**src/rtl/approx_err_monitor_pkg.sv**
```systemverilog
// rtl/approx_err_monitor_pkg.sv - shared state type and width helpers for the approximate-adder error monitor
package approx_mon_pkg;

  typedef enum logic [1:0] {
    IDLE  = 2'd0,
    ACCUM = 2'd1,
    DRAIN = 2'd2,
    DONE  = 2'd3
  } state_t;

  // Cycles spent in DRAIN so the last sample has left both pipeline stages.
  localparam int DRAIN_CYCLES = 2;

  // Worst-case ED^2 summed over 2^log2_samples samples fits in this many bits.
  function automatic int sse_w(input int width, input int log2_samples);
    return 2 * (width + 1) + log2_samples;
  endfunction

  // The error distance spans the full approximate-sum range.
  function automatic int ed_w(input int width);
    return width + 1;
  endfunction

endpackage

```
**src/rtl/approx_err_monitor_if.sv**
```systemverilog
// rtl/approx_err_monitor_if.sv - sample stream and result handshake bundle for the error monitor
interface approx_err_monitor_if
  import approx_mon_pkg::*;
#(
  parameter int WIDTH        = 16,
  parameter int LOG2_SAMPLES = 8
);

  logic                                   in_valid;
  logic                                   in_ready;
  logic [WIDTH-1:0]                       in_a;
  logic [WIDTH-1:0]                       in_b;
  logic [ed_w(WIDTH)-1:0]                 in_approx;
  logic                                   res_valid;
  logic                                   res_ready;
  logic [sse_w(WIDTH, LOG2_SAMPLES)-1:0]  sse;
  logic [ed_w(WIDTH)-1:0]                 max_ed;
  logic [LOG2_SAMPLES:0]                  err_cnt;

  // Producer of samples / consumer of results.
  modport master (
    output in_valid, in_a, in_b, in_approx, res_ready,
    input  in_ready, res_valid, sse, max_ed, err_cnt
  );

  // The monitor itself.
  modport slave (
    input  in_valid, in_a, in_b, in_approx, res_ready,
    output in_ready, res_valid, sse, max_ed, err_cnt
  );

endinterface

```
**src/rtl/approx_err_monitor_ed_stage.sv**
```systemverilog
// rtl/approx_err_monitor_ed_stage.sv - stage 1: exact sum and absolute error distance
module approx_ed_stage
  import approx_mon_pkg::*;
#(
  parameter int WIDTH = 16
) (
  input  logic                   clk,
  input  logic                   rst_n,
  input  logic                   in_valid,
  input  logic [WIDTH-1:0]       in_a,
  input  logic [WIDTH-1:0]       in_b,
  input  logic [ed_w(WIDTH)-1:0] in_approx,
  output logic [ed_w(WIDTH)-1:0] ed,
  output logic                   ed_valid
);

  localparam int EDW = ed_w(WIDTH);

  logic [EDW-1:0] exact;

  // Carry out of the exact add lands in the extra bit, matching the approximate sum width.
  assign exact = {1'b0, in_a} + {1'b0, in_b};

  // Register |exact - approx| together with its valid flag.
  always_ff @(posedge clk or negedge rst_n) begin
    if (!rst_n) begin
      ed       <= '0;
      ed_valid <= 1'b0;
    end else begin
      ed_valid <= in_valid;
      if (in_valid) begin
        ed <= (exact >= in_approx) ? (exact - in_approx) : (in_approx - exact);
      end
    end
  end

endmodule

```
**src/rtl/approx_err_monitor.sv**
```systemverilog
// rtl/approx_err_monitor.sv - windowed SSE / max ED / error-count monitor for approximate adders
module approx_err_monitor
  import approx_mon_pkg::*;
#(
  parameter int WIDTH        = 16,
  parameter int LOG2_SAMPLES = 8
) (
  input  logic                 clk,
  input  logic                 rst_n,
  input  logic                 start,
  output logic                 busy,
  approx_err_monitor_if.slave  mon
);

  localparam int EDW  = ed_w(WIDTH);
  localparam int SSEW = sse_w(WIDTH, LOG2_SAMPLES);
  localparam int CW   = LOG2_SAMPLES + 1;
  localparam logic [CW-1:0] LAST_IDX = CW'((64'd1 << LOG2_SAMPLES) - 64'd1);

  state_t         state;
  logic [CW-1:0]  acc_cnt;
  logic [1:0]     drain_cnt;
  logic           accept;
  logic [EDW-1:0] ed;
  logic           ed_valid;
  logic [2*EDW-1:0] ed_sq;

  assign accept = mon.in_valid & mon.in_ready;
  assign ed_sq  = {{EDW{1'b0}}, ed} * {{EDW{1'b0}}, ed};

  approx_ed_stage #(
    .WIDTH (WIDTH)
  ) u_ed_stage (
    .clk       (clk),
    .rst_n     (rst_n),
    .in_valid  (accept),
    .in_a      (mon.in_a),
    .in_b      (mon.in_b),
    .in_approx (mon.in_approx),
    .ed        (ed),
    .ed_valid  (ed_valid)
  );

  // Window control: accept N samples, let the pipeline empty, then hold results until taken.
  always_ff @(posedge clk or negedge rst_n) begin
    if (!rst_n) begin
      state         <= IDLE;
      acc_cnt       <= '0;
      drain_cnt     <= '0;
      mon.in_ready  <= 1'b0;
      mon.res_valid <= 1'b0;
      busy          <= 1'b0;
    end else begin
      case (state)
        IDLE: begin
          if (start) begin
            state        <= ACCUM;
            acc_cnt      <= '0;
            mon.in_ready <= 1'b1;
            busy         <= 1'b1;
          end
        end
        ACCUM: begin
          if (accept) begin
            acc_cnt <= acc_cnt + CW'(1);
            if (acc_cnt == LAST_IDX) begin
              state        <= DRAIN;
              drain_cnt    <= '0;
              mon.in_ready <= 1'b0;
            end
          end
        end
        DRAIN: begin
          if (drain_cnt == 2'(DRAIN_CYCLES)) begin
            state         <= DONE;
            mon.res_valid <= 1'b1;
          end else begin
            drain_cnt <= drain_cnt + 2'd1;
          end
        end
        DONE: begin
          if (mon.res_ready) begin
            state         <= IDLE;
            mon.res_valid <= 1'b0;
            busy          <= 1'b0;
          end
        end
        default: begin
          state         <= IDLE;
          mon.in_ready  <= 1'b0;
          mon.res_valid <= 1'b0;
          busy          <= 1'b0;
        end
      endcase
    end
  end

  // Stage 2: fold each stage-1 error distance into the window metrics; cleared only by a new start.
  always_ff @(posedge clk or negedge rst_n) begin
    if (!rst_n) begin
      mon.sse     <= '0;
      mon.max_ed  <= '0;
      mon.err_cnt <= '0;
    end else if (state == IDLE && start) begin
      mon.sse     <= '0;
      mon.max_ed  <= '0;
      mon.err_cnt <= '0;
    end else if (ed_valid) begin
      mon.sse <= mon.sse + {{(SSEW-2*EDW){1'b0}}, ed_sq};
      if (ed > mon.max_ed) begin
        mon.max_ed <= ed;
      end
      if (ed != '0) begin
        mon.err_cnt <= mon.err_cnt + CW'(1);
      end
    end
  end

endmodule

```
**src/flat_wrapper.sv**
```systemverilog
// flat-port wrapper written by rule: the top's interface ports become plain ports
module approx_err_monitor_flat import approx_mon_pkg::*;
#(
  parameter int WIDTH        = 16,
  parameter int LOG2_SAMPLES = 8
)
  (clk, rst_n, start, busy, mon_in_valid, mon_in_a, mon_in_b, mon_in_approx, mon_res_ready, mon_in_ready, mon_res_valid, mon_sse, mon_max_ed, mon_err_cnt);
  approx_err_monitor_if #(.WIDTH(WIDTH), .LOG2_SAMPLES(LOG2_SAMPLES)) mon_i ();
  input  logic clk;
  input  logic rst_n;
  input  logic start;
  output logic busy;
  input wire logic [$bits(mon_i.in_valid)-1:0] mon_in_valid;
  input wire logic [$bits(mon_i.in_a)-1:0] mon_in_a;
  input wire logic [$bits(mon_i.in_b)-1:0] mon_in_b;
  input wire logic [$bits(mon_i.in_approx)-1:0] mon_in_approx;
  input wire logic [$bits(mon_i.res_ready)-1:0] mon_res_ready;
  output wire logic [$bits(mon_i.in_ready)-1:0] mon_in_ready;
  output wire logic [$bits(mon_i.res_valid)-1:0] mon_res_valid;
  output wire logic [$bits(mon_i.sse)-1:0] mon_sse;
  output wire logic [$bits(mon_i.max_ed)-1:0] mon_max_ed;
  output wire logic [$bits(mon_i.err_cnt)-1:0] mon_err_cnt;
  assign mon_i.in_valid = mon_in_valid;
  assign mon_i.in_a = mon_in_a;
  assign mon_i.in_b = mon_in_b;
  assign mon_i.in_approx = mon_in_approx;
  assign mon_i.res_ready = mon_res_ready;
  assign mon_in_ready = mon_i.in_ready;
  assign mon_res_valid = mon_i.res_valid;
  assign mon_sse = mon_i.sse;
  assign mon_max_ed = mon_i.max_ed;
  assign mon_err_cnt = mon_i.err_cnt;
  approx_err_monitor #(.WIDTH(WIDTH), .LOG2_SAMPLES(LOG2_SAMPLES)) u_core (.clk(clk), .rst_n(rst_n), .start(start), .busy(busy), .mon(mon_i));
endmodule
```
**config.mk**
```make
export PLATFORM = sky130hd
export DESIGN_NAME = approx_err_monitor_flat
export DESIGN_NICKNAME = d
export VERILOG_FILES = /design/src/rtl/approx_err_monitor_pkg.sv /design/src/rtl/approx_err_monitor_if.sv /design/src/rtl/approx_err_monitor_ed_stage.sv /design/src/rtl/approx_err_monitor.sv /design/src/flat_wrapper.sv
export SDC_FILE = /design/constraint.sdc
export NUM_CORES = 1
export LEC_CHECK = 0
export CORE_MARGIN = 4
export CORE_UTILIZATION = 25
export DETAILED_ROUTE_END_ITERATION = 6
export DONT_BUFFER_PORTS = 1
export HOLD_SLACK_MARGIN = 0.08
export PLACE_DENSITY_LB_ADDON = 0.08
export SLEW_MARGIN = 20
export SYNTH_ARGS = -nofsm -noshare
export SYNTH_HDL_FRONTEND = slang
export SYNTH_HIERARCHICAL = 1
export SYNTH_SLANG_ARGS = --single-unit
```
**constraint.sdc**
```tcl
create_clock -name clk -period 19.7 [get_ports clk]
set_clock_uncertainty 0.1 [all_clocks]
set_input_delay 1.97 -clock clk [delete_from_list [all_inputs] [get_ports clk]]
set_output_delay 1.97 -clock clk [all_outputs]
set_load 0.01 [all_outputs]
```
# After elaboration in Yosys (flattened, before gate mapping)
# Cells that the tools add are included.
[word_totals]
ff_bits = 102
out_inout_bits = 71
wordCells = 81
[classes]
n_addsub = 7
mul = 1
n_lt_le_gt_ge = 2
n_eq_ne = 11
mux = 30
n_bitwise = 1
reduce_logical = 18
[op_table]
columns = ["operator", "count"]
rows = [
  ["2-to-1 mux 42 bit", 2],
  ["2-to-1 mux 17 bit", 4],
  ["2-to-1 mux 9 bit", 5],
  ["adder 42 x 34 -> 42 bit", 1],
  ["multiplier 17 x 17 -> 34 bit", 1],
  ["subtractor 17 bit", 2],
  ["adder 9 x 1 -> 9 bit (second input constant)", 2],
  ["one-hot mux 9 bit (2 select lines)", 1],
  ["adder 16 x 16 -> 17 bit", 1],
  ["greater-or-equal comparator 17 bit", 1],
  ["greater-than comparator 17 bit", 1],
  ["nonzero test 17 bit", 1],
  ["2-to-1 mux 2 bit", 8],
  ["nonzero test 2 bit", 7],
  ["== test 9 x 8 -> 1 bit (second input constant)", 1],
  ["AND reduction 3 bit", 3],
  ["!= test 2 bit (second input constant)", 4],
  ["one-hot mux 2 bit (4 select lines)", 1],
  ["AND reduction 4 bit", 2],
  ["== test 2 bit (second input constant)", 3],
  ["one-hot mux 1 bit (2 select lines)", 3],
  ["2-to-1 mux 1 bit", 5],
  ["AND reduction 5 bit", 1],
  ["!= test 2 x 1 -> 1 bit (second input constant)", 2],
  ["other kinds (7)", 8],
]

# Longest topological paths before layout
# Gate-level depths: netlist (run 1).
[logic_depth]
ltp_word = 4
depth_mapped = 26
mapped_depth_nobuf = 24

# Modules after synthesis
# Netlist (run 1), hierarchy kept.
[modules_own_cells]
columns = ["module", "n_inst", "cells_per_inst", "area_per_inst_um2"]
rows = [
  ["approx_err_monitor", 1, 1532, 13872.1],
  ["approx_ed_stage", 1, 383, 2964.1],
]

# Worst setup path after synthesis (run 1)
# OpenSTA, ideal clock, no wires.
[synth_timing]
kind = "register -> register"
start = "register u_core.u_ed_stage.ed[4]"
end = "register u_core.mon.sse[35]"
arrival_ps = 6328
setup_slack_ps = 13146
stages_incl_launch_ff = 25
period_less_slack_ps = 6554
cell_sequence = "dfrtp_1 > clkbuf_1 > clkbuf_1 > nand2_1 > fa_1 > inv_1 > fa_1 > inv_1 > fa_1 > inv_1 > fa_1 > fa_1 > inv_1 > fa_1 > inv_1 > ha_1 > buf_6 > a21o_1 > a211o_1 > a221o_1 > a31o_4 > a41oi_4 > o21ai_1 > nor3b_2 > nor3b_2"
[synth_via]
elab_chain_cells = 4
[synth_lines]
columns = ["item", "line_no", "text"]
rows = [
  ["start: declaration", "approx_err_monitor_ed_stage.sv:13", "output logic [ed_w(WIDTH)-1:0] ed,"],
  ["start signal: assignment", "approx_err_monitor_ed_stage.sv:32", "ed <= (exact >= in_approx) ? (exact - in_approx) : (in_approx - exact);"],
  ["multiplier 17 x 17 -> 34 bit", "approx_err_monitor.sv:29", "assign ed_sq = {{EDW{1'b0}}, ed} * {{EDW{1'b0}}, ed};"],
  ["adder 42 x 34 -> 42 bit", "approx_err_monitor.sv:109", "mon.sse <= mon.sse + {{(SSEW-2*EDW){1'b0}}, ed_sq};"],
  ["2-to-1 mux 42 bit", "approx_err_monitor.sv:108", "end else if (ed_valid) begin"],
  ["2-to-1 mux 42 bit", "approx_err_monitor.sv:104", "end else if (state == IDLE && start) begin"],
  ["end signal: assignment", "approx_err_monitor.sv:109", ""],
  ["end: declaration", "approx_err_monitor_if.sv:29", "output in_ready, res_valid, sse, max_ed, err_cnt"],
]
# Every way passes these cells. The select of a mux whose other input is x is not followed.
# A chain may end at the register's enable or synchronous reset.

# Worst setup path in the final report (run 1)
[layout_timing]
start = "register u_core.u_ed_stage.ed[3]"
end = "register u_core.mon.sse[34]"
# Same word-level chain as after synthesis.

==> impl_metrics.ini, run 1 <==
[grt]
gr-usage-all-layers_pct = 14.57
grt_max_degree = 103
antenna_found_initial = 0
grt_pass1_wl_mm = 80.41
grt_pass1_vias = 13170
gr-total-overflow = 0

[drt]
wirelength_mm = 50.98
antenna_left = 0
via_per_inst = 4.426
wire_per_inst_um = 18.53
drt-pass1-iter-count = 5
drc_errors = 0
drtIter0Drc = 503
vias = 12180

[synthesis]
synth_area_leader_cell = fa_1
ys_ff_latch = 102
yosysSeqAreaShare_pct = 15.16
synth_area_leaders = fa_1, dfrtp_1, ha_1
syn_area_per_cell_um2 = 8.792
syn_area_um2 = 16840
ys_types = 84
synth_warnings = 6
synth_cells = 1915
synth_edf_count = 0
async_flop_share_pct = 100.0
syn_nets = 2384
synth_top_area_share_pct = 26.63
synth.top_cells.by_count = inv_1, fa_1, ha_1
ys.flop_type = dfrtp_1
yosysMostFrequentCell = inv_1

[layout]
area_growth_pct = 7.238
fin_util_pct = 27.27
final_cells = 2751
nets = 2351
diodes = 0
layout-drive-gt1-share_pct = 4.346

[clock_network]
cts_setup_buffers = 0
root_buffer = clkbuf_16
post_cts_resized = 0
cts-htree-levels = 3
cts_hold_repair.buffers = 0
path_clk_slew_ns = 0.10
cts_buffers = 9
clock_latency_ns = 0.40
clock_path_buffers = 2
clock_sinks = 102
cts_tree = yes

[floorplan]
coreArea_um2 = 66220
die_h_um = 267.5
start_util_pct = 25.43
die_w_um = 267.5
io-pin-count = 125
num_rows = 94
die_area_um2 = 71560

[timing]
setup_tns_ns = 0
rsz0062_at_grt = no
finalHoldViolCount = 0
max_freq_mhz = 136.3
timing_worst_slew_pin_value_ns = 1.023
finalSetupViolCount = 0
period_needed_ns = 7.339
final.period_utilization_pct = 37.25
slew_headroom_pct = 30.75
slew_violations = 0

[place]
hpwl_mm = 40.91
port_buffers = 0
place.gp.congestion = 0.7790
placed_cells = 2735

[critical_path]
criticalPathCategory = flop to flop
crit_path_end_kind = flop
startpoint_type = flop
cp_max_fo = 18
worstPathArrival_ns = 7.58
required_ns = 19.94

[status]
status = complete, no violations

[min_path]
hold_path.class = flop to flop

[flow_run]
maxCapViolCount = 0
==> stage by stage <==
| stage | area (um2) | setup slack [ns] | hold WS [ns] |
|---|---|---|---|
| finish | 18050 | 12.36 | 0.4381 |
| global route | 18050 | 11.97 | 0.4711 |
| CTS | 18050 | 12.30 | 0.4435 |
| detailed placement | 17740 | 12.33 | 0.4239 |
| global placement | 17740 | 12.50 | 0.3976 |
| floorplan | 16840 | 13.15 | 0.3722 |
==> cell type report <==
type	instances	area, um2
clock inverters	7	88.84
well taps	864	1081
clock buffers	9	225.2
fillers	7168	48160
inverters	456	1712
repair buffers	20	150.1
flip-flops and latches	102	2554
multi-input cells	1293	12240
==> layout by cell type, fill, tap and decap left out, types with 17 or more instances in the layout <==
| master | instances |
|---|---|
| a21oi_1 | 98 |
| ha_1 | 191 |
| a21o_1 | 38 |
| inv_1 | 456 |
| nand2_1 | 142 |
| xor2_1 | 35 |
| nand3_1 | 29 |
| dfrtp_1 | 101 |
| buf_4 | 20 |
| xnor2_1 | 44 |
| o21ai_0 | 55 |
| nor2_1 | 118 |
| fa_1 | 224 |
| and2_1 | 48 |
| nor3_1 | 17 |
| mux2i_1 | 55 |
==> critical path: stages (launching register included) <==
cell and delay [ns]:
dfrtp_1 0.93, inv_1 0.29, nor2_1 0.27, inv_1 0.09
fa_1 0.49, fa_1 0.47, fa_1 0.54, inv_1 0.05
fa_1 0.50, fa_1 0.50, inv_1 0.05, fa_1 0.47
inv_1 0.04, ha_1 0.42, nand3_2 0.13, o32ai_1 0.28
a31oi_1 0.14, o21ai_1 0.38, nor3_2 0.14, o31ai_4 0.27
a222oi_1 0.13, or4b_1 0.48, nand4_1 0.10
==> registers in the layout, indices dropped and copies added, names as in the netlist <==
| signal | flops |
|---|---|
| u_core/busy | 1 |
| u_core/acc_cnt | 9 |
| u_core/state | 2 |
| u_core/drain_cnt | 2 |
| u_core/u_ed_stage/ed | 17 |
| u_core/mon.in_ready | 1 |
| u_core/mon.sse | 42 |
| u_core/mon.res_valid | 1 |
| u_core/mon.max_ed | 17 |
| u_core/mon.err_cnt | 9 |
| u_core/u_ed_stage/ed_valid | 1 |
==> per-layer routing <==
layer  global-route usage [%]  vias to the layer above  wire (um)
li1                         -                     5978          -
met4                    1.988                        0        435
met1                    19.16                     6073      23800
met2                    25.66                      107      25020
met3                    2.664                       19       1722
met5                        0                        -          0
==> worst paths after layout <==
path / start / end / slack, ns / depth (start not counted)
max reg2reg: u_core/u_ed_stage/ed[3] / u_core/mon.sse[34] / 12.36 / 22
min reg2reg: u_core/drain_cnt[1] / u_core/drain_cnt[1] / 0.44 / 2
min: u_core/drain_cnt[1] / u_core/drain_cnt[1] / 0.44 / 2
min in group asynchronous: rst_n / u_core/mon.sse[1] / 1.16 / 0
max in group asynchronous: rst_n / u_core/mon.sse[23] / 18.15 / 0
max: u_core/u_ed_stage/ed[3] / u_core/mon.sse[34] / 12.36 / 22
==> kinds of logic (layout without fill, tap and decap cells) <==
family | Yosys count | count (layout) | synth area share (%)
xor gates and xnor gates | 79 | 79 | 4.110
DFF | 102 | 102 | 15.16
buffers and inverters | 520 | 492 | 12.14
adders and majority gates | 415 | 415 | 40.83
AOI/OAI and AO/OA | 293 | 293 | 11.31
and+or+nand+nor | 445 | 445 | 12.73
muxes | 61 | 61 | 3.716
Power of run 1 is left out: the tool's default activity adds up to more than one toggle a clock period on the data nets, which glitch-free logic cannot reach.
==> run 2, diff against run 1 <==
ABC_AREA = 1   (was not set)
clock period = 6.74 ns   (was 19.7 ns; I/O delays follow)
==> run 2 against run 1 <==
Net effect: core utilization grew 0.27 points; sequential cell count is the same; area after synthesis grew 8.6%; synthesized cell count grew 33%; critical endpoint is now u_core/mon.sse[40]; largest cell class unchanged; first-iteration DRC count grew 59%.
==> impl_metrics.ini, run 2 <==
[place]
port_buffers = 0
hpwl_mm = 51.06
place.gp.congestion = 0.8537

[drt]
wirelength_mm = 59.91
wire_per_inst_um = 17.17
vias = 15300
drc_errors = 0
drtIter0Drc = 799
drt-pass1-iter-count = 5
antenna_left = 0
via_per_inst = 4.386

[synthesis]
ys_ff_latch = 102
ys.flop_type = dfrtp_1
syn_area_um2 = 18280
synth_top_area_share_pct = 24.53
yosysSeqAreaShare_pct = 13.96
synth_edf_count = 0
synth_cells = 2541
syn_nets = 3010
async_flop_share_pct = 100.0
synth.top_cells.by_count = nand2_1, inv_1, fa_1
yosysMostFrequentCell = nand2_1
synth_warnings = 6
synth_area_leaders = fa_1, nand2_1, inv_1
syn_area_per_cell_um2 = 7.195
ys_types = 51
synth_area_leader_cell = fa_1

[critical_path]
crit-reg2reg-launch = u_core/u_ed_stage/ed[13]
criticalPathCategory = flop to flop
cp_max_fo = 12
required_ns = 6.92
reg2reg_to = u_core/mon.sse[40]
rr_worst_depth = 24
worstPathArrival_ns = 6.59
startpoint_type = flop
crit_path_end_kind = flop
r2r_slack_ns = 0.33

[floorplan]
coreArea_um2 = 71980
num_rows = 98
io-pin-count = 125
die_area_um2 = 77510
die_w_um = 278.4
start_util_pct = 25.40
die_h_um = 278.4

[grt]
grt_pass1_wl_mm = 95.94
gr-total-overflow = 0
antenna_found_initial = 0
gr-usage-all-layers_pct = 15.92
grt_max_degree = 103
grt_pass1_vias = 16480

[clock_network]
cts_tree = yes
clock_latency_ns = 0.39
cts_buffers = 9
clock_path_buffers = 2
clock_sinks = 102
cts-htree-levels = 3
path_clk_slew_ns = 0.09
root_buffer = clkbuf_16

[layout]
largest_reg_flops = 42
nets = 3003
final_common_cell = nand2_1
diodes = 0
fillers = 8002
layout-drive-gt1-share_pct = 5.435
area_growth_pct = 8.432
largest-register = u_core/mon.sse
final_cell_mix = nand2_1, inv_1, fa_1
top_regs = u_core/mon.sse (42), u_core/mon.max_ed (17), u_core/u_ed_stage/ed (17)

[timing]
finalHoldViolCount = 0
slew_headroom_pct = 40.44
slew_violations = 0
final.period_utilization_pct = 95.04
setup_tns_ns = 0
max_freq_mhz = 156.1
timing_worst_slew_pin_value_ns = 0.8912
rsz0062_at_grt = no
period_needed_ns = 6.406
finalSetupViolCount = 0

[status]
status = complete, no violations

[min_path]
hold_path.class = primary input to async pin

[flow_run]
maxCapViolCount = 0
run 2: changes by cell type in the layout (fill, tap and decap cells not counted), sizes merged, moves of 26 or more:
cell / previous run / this run
nand2: 144 / 715
inv: 461 / 692
nand3: 31 / 106
mux2i: 55 / 0
and2: 51 / 2
a21o: 42 / 4
o21ai: 63 / 92
xnor2: 44 / 18
run 2: worst max-delay path by stage:
stage	startpoint	endpoint	slack [ns]	cells after the start
floorplan	u_core/u_ed_stage/ed[7]	u_core/mon.sse[39]	1.06	25
global route	u_core/u_ed_stage/ed[13]	u_core/mon.sse[39]	0.002	24
detailed placement	u_core/u_ed_stage/ed[5]	u_core/mon.sse[39]	0.22	25
finish	u_core/u_ed_stage/ed[13]	u_core/mon.sse[40]	0.33	24
CTS	u_core/u_ed_stage/ed[5]	u_core/mon.sse[39]	0.22	25
global placement	u_core/u_ed_stage/ed[5]	u_core/mon.sse[39]	0.15	25
run 2: logic make-up (layout without fill, tap and decap cells):
logic type | Yosys count | count (layout) | synth area share (%)
AO/OA/AOI/OAI | 222 | 222 | 6.885
flip-flops | 102 | 102 | 13.96
XOR/XNOR | 46 | 46 | 2.204
buffers and inverters | 748 | 746 | 15.82
AND/OR/NAND/NOR | 1008 | 1008 | 23.53
adder cells (fa/ha/maj) | 415 | 415 | 37.60
run 2: worst max-delay path, stage by stage (launching register included):
cell     delay, ns
dfrtp_1       0.73
nand2_1       0.22
fa_1          0.55
inv_1         0.05
fa_1          0.55
inv_1         0.06
fa_1          0.50
inv_1         0.05
fa_1          0.50
fa_1          0.49
inv_1         0.05
fa_1          0.47
inv_1         0.05
ha_1          0.39
nand2_2       0.13
inv_1         0.10
nand2_2       0.12
nor2_1        0.30
nand4_1       0.28
nand3_1       0.25
nand2_1       0.07
nand2_1       0.08
nand3_1       0.07
nand2_1       0.08
nor2_1        0.05
run 2: what timing repair did:
item	CTS	global route
resized for setup	0	6
endpoints found under the setup margin	0	3
hold endpoints to repair	102	0
setup buffers	0	0
hold buffers	1	0
run 2: metal layers:
metal,track usage [%],wire length [um]
met3,2.131,2356
met5,0,0
met1,20.63,26920
met4,3.535,1196
met2,28.25,29430
run 2: cell type report:
| class | count | area [um2] | area share, % |
|---|---|---|---|
| multi-input cells | 1691 | 12840 | 64.80 |
| inverters | 689 | 2589 | 13.06 |
| flip-flops and latches | 102 | 2560 | 12.91 |
| well taps | 950 | 1189 | 5.996 |
| repair buffers | 41 | 327.8 | 1.654 |
| clock buffers | 9 | 225.2 | 1.136 |
| clock inverters | 7 | 87.58 | 0.4418 |
run 2: metrics by stage:
| stage | setup slack [ns] | cell area [um2] | hold slack [ns] | instances | util [%] |
|---|---|---|---|---|---|
| finish | 0.3344 | 19820 | 0.1076 | 3489 | 27.54 |
| global route | 0.001972 | 19820 | 0.1256 | 3489 | 27.54 |
| CTS | 0.2214 | 19820 | 0.1245 | 3489 | 27.53 |
| detailed placement | 0.2191 | 19470 | 0.2820 | 3472 | 27.06 |
| global placement | 0.1503 | 19470 | 0.2822 | 3472 | 27.06 |
| floorplan | 1.065 | 18280 | 0.2784 | 2541 | - |
Power of run 2 is left out for the same reason.
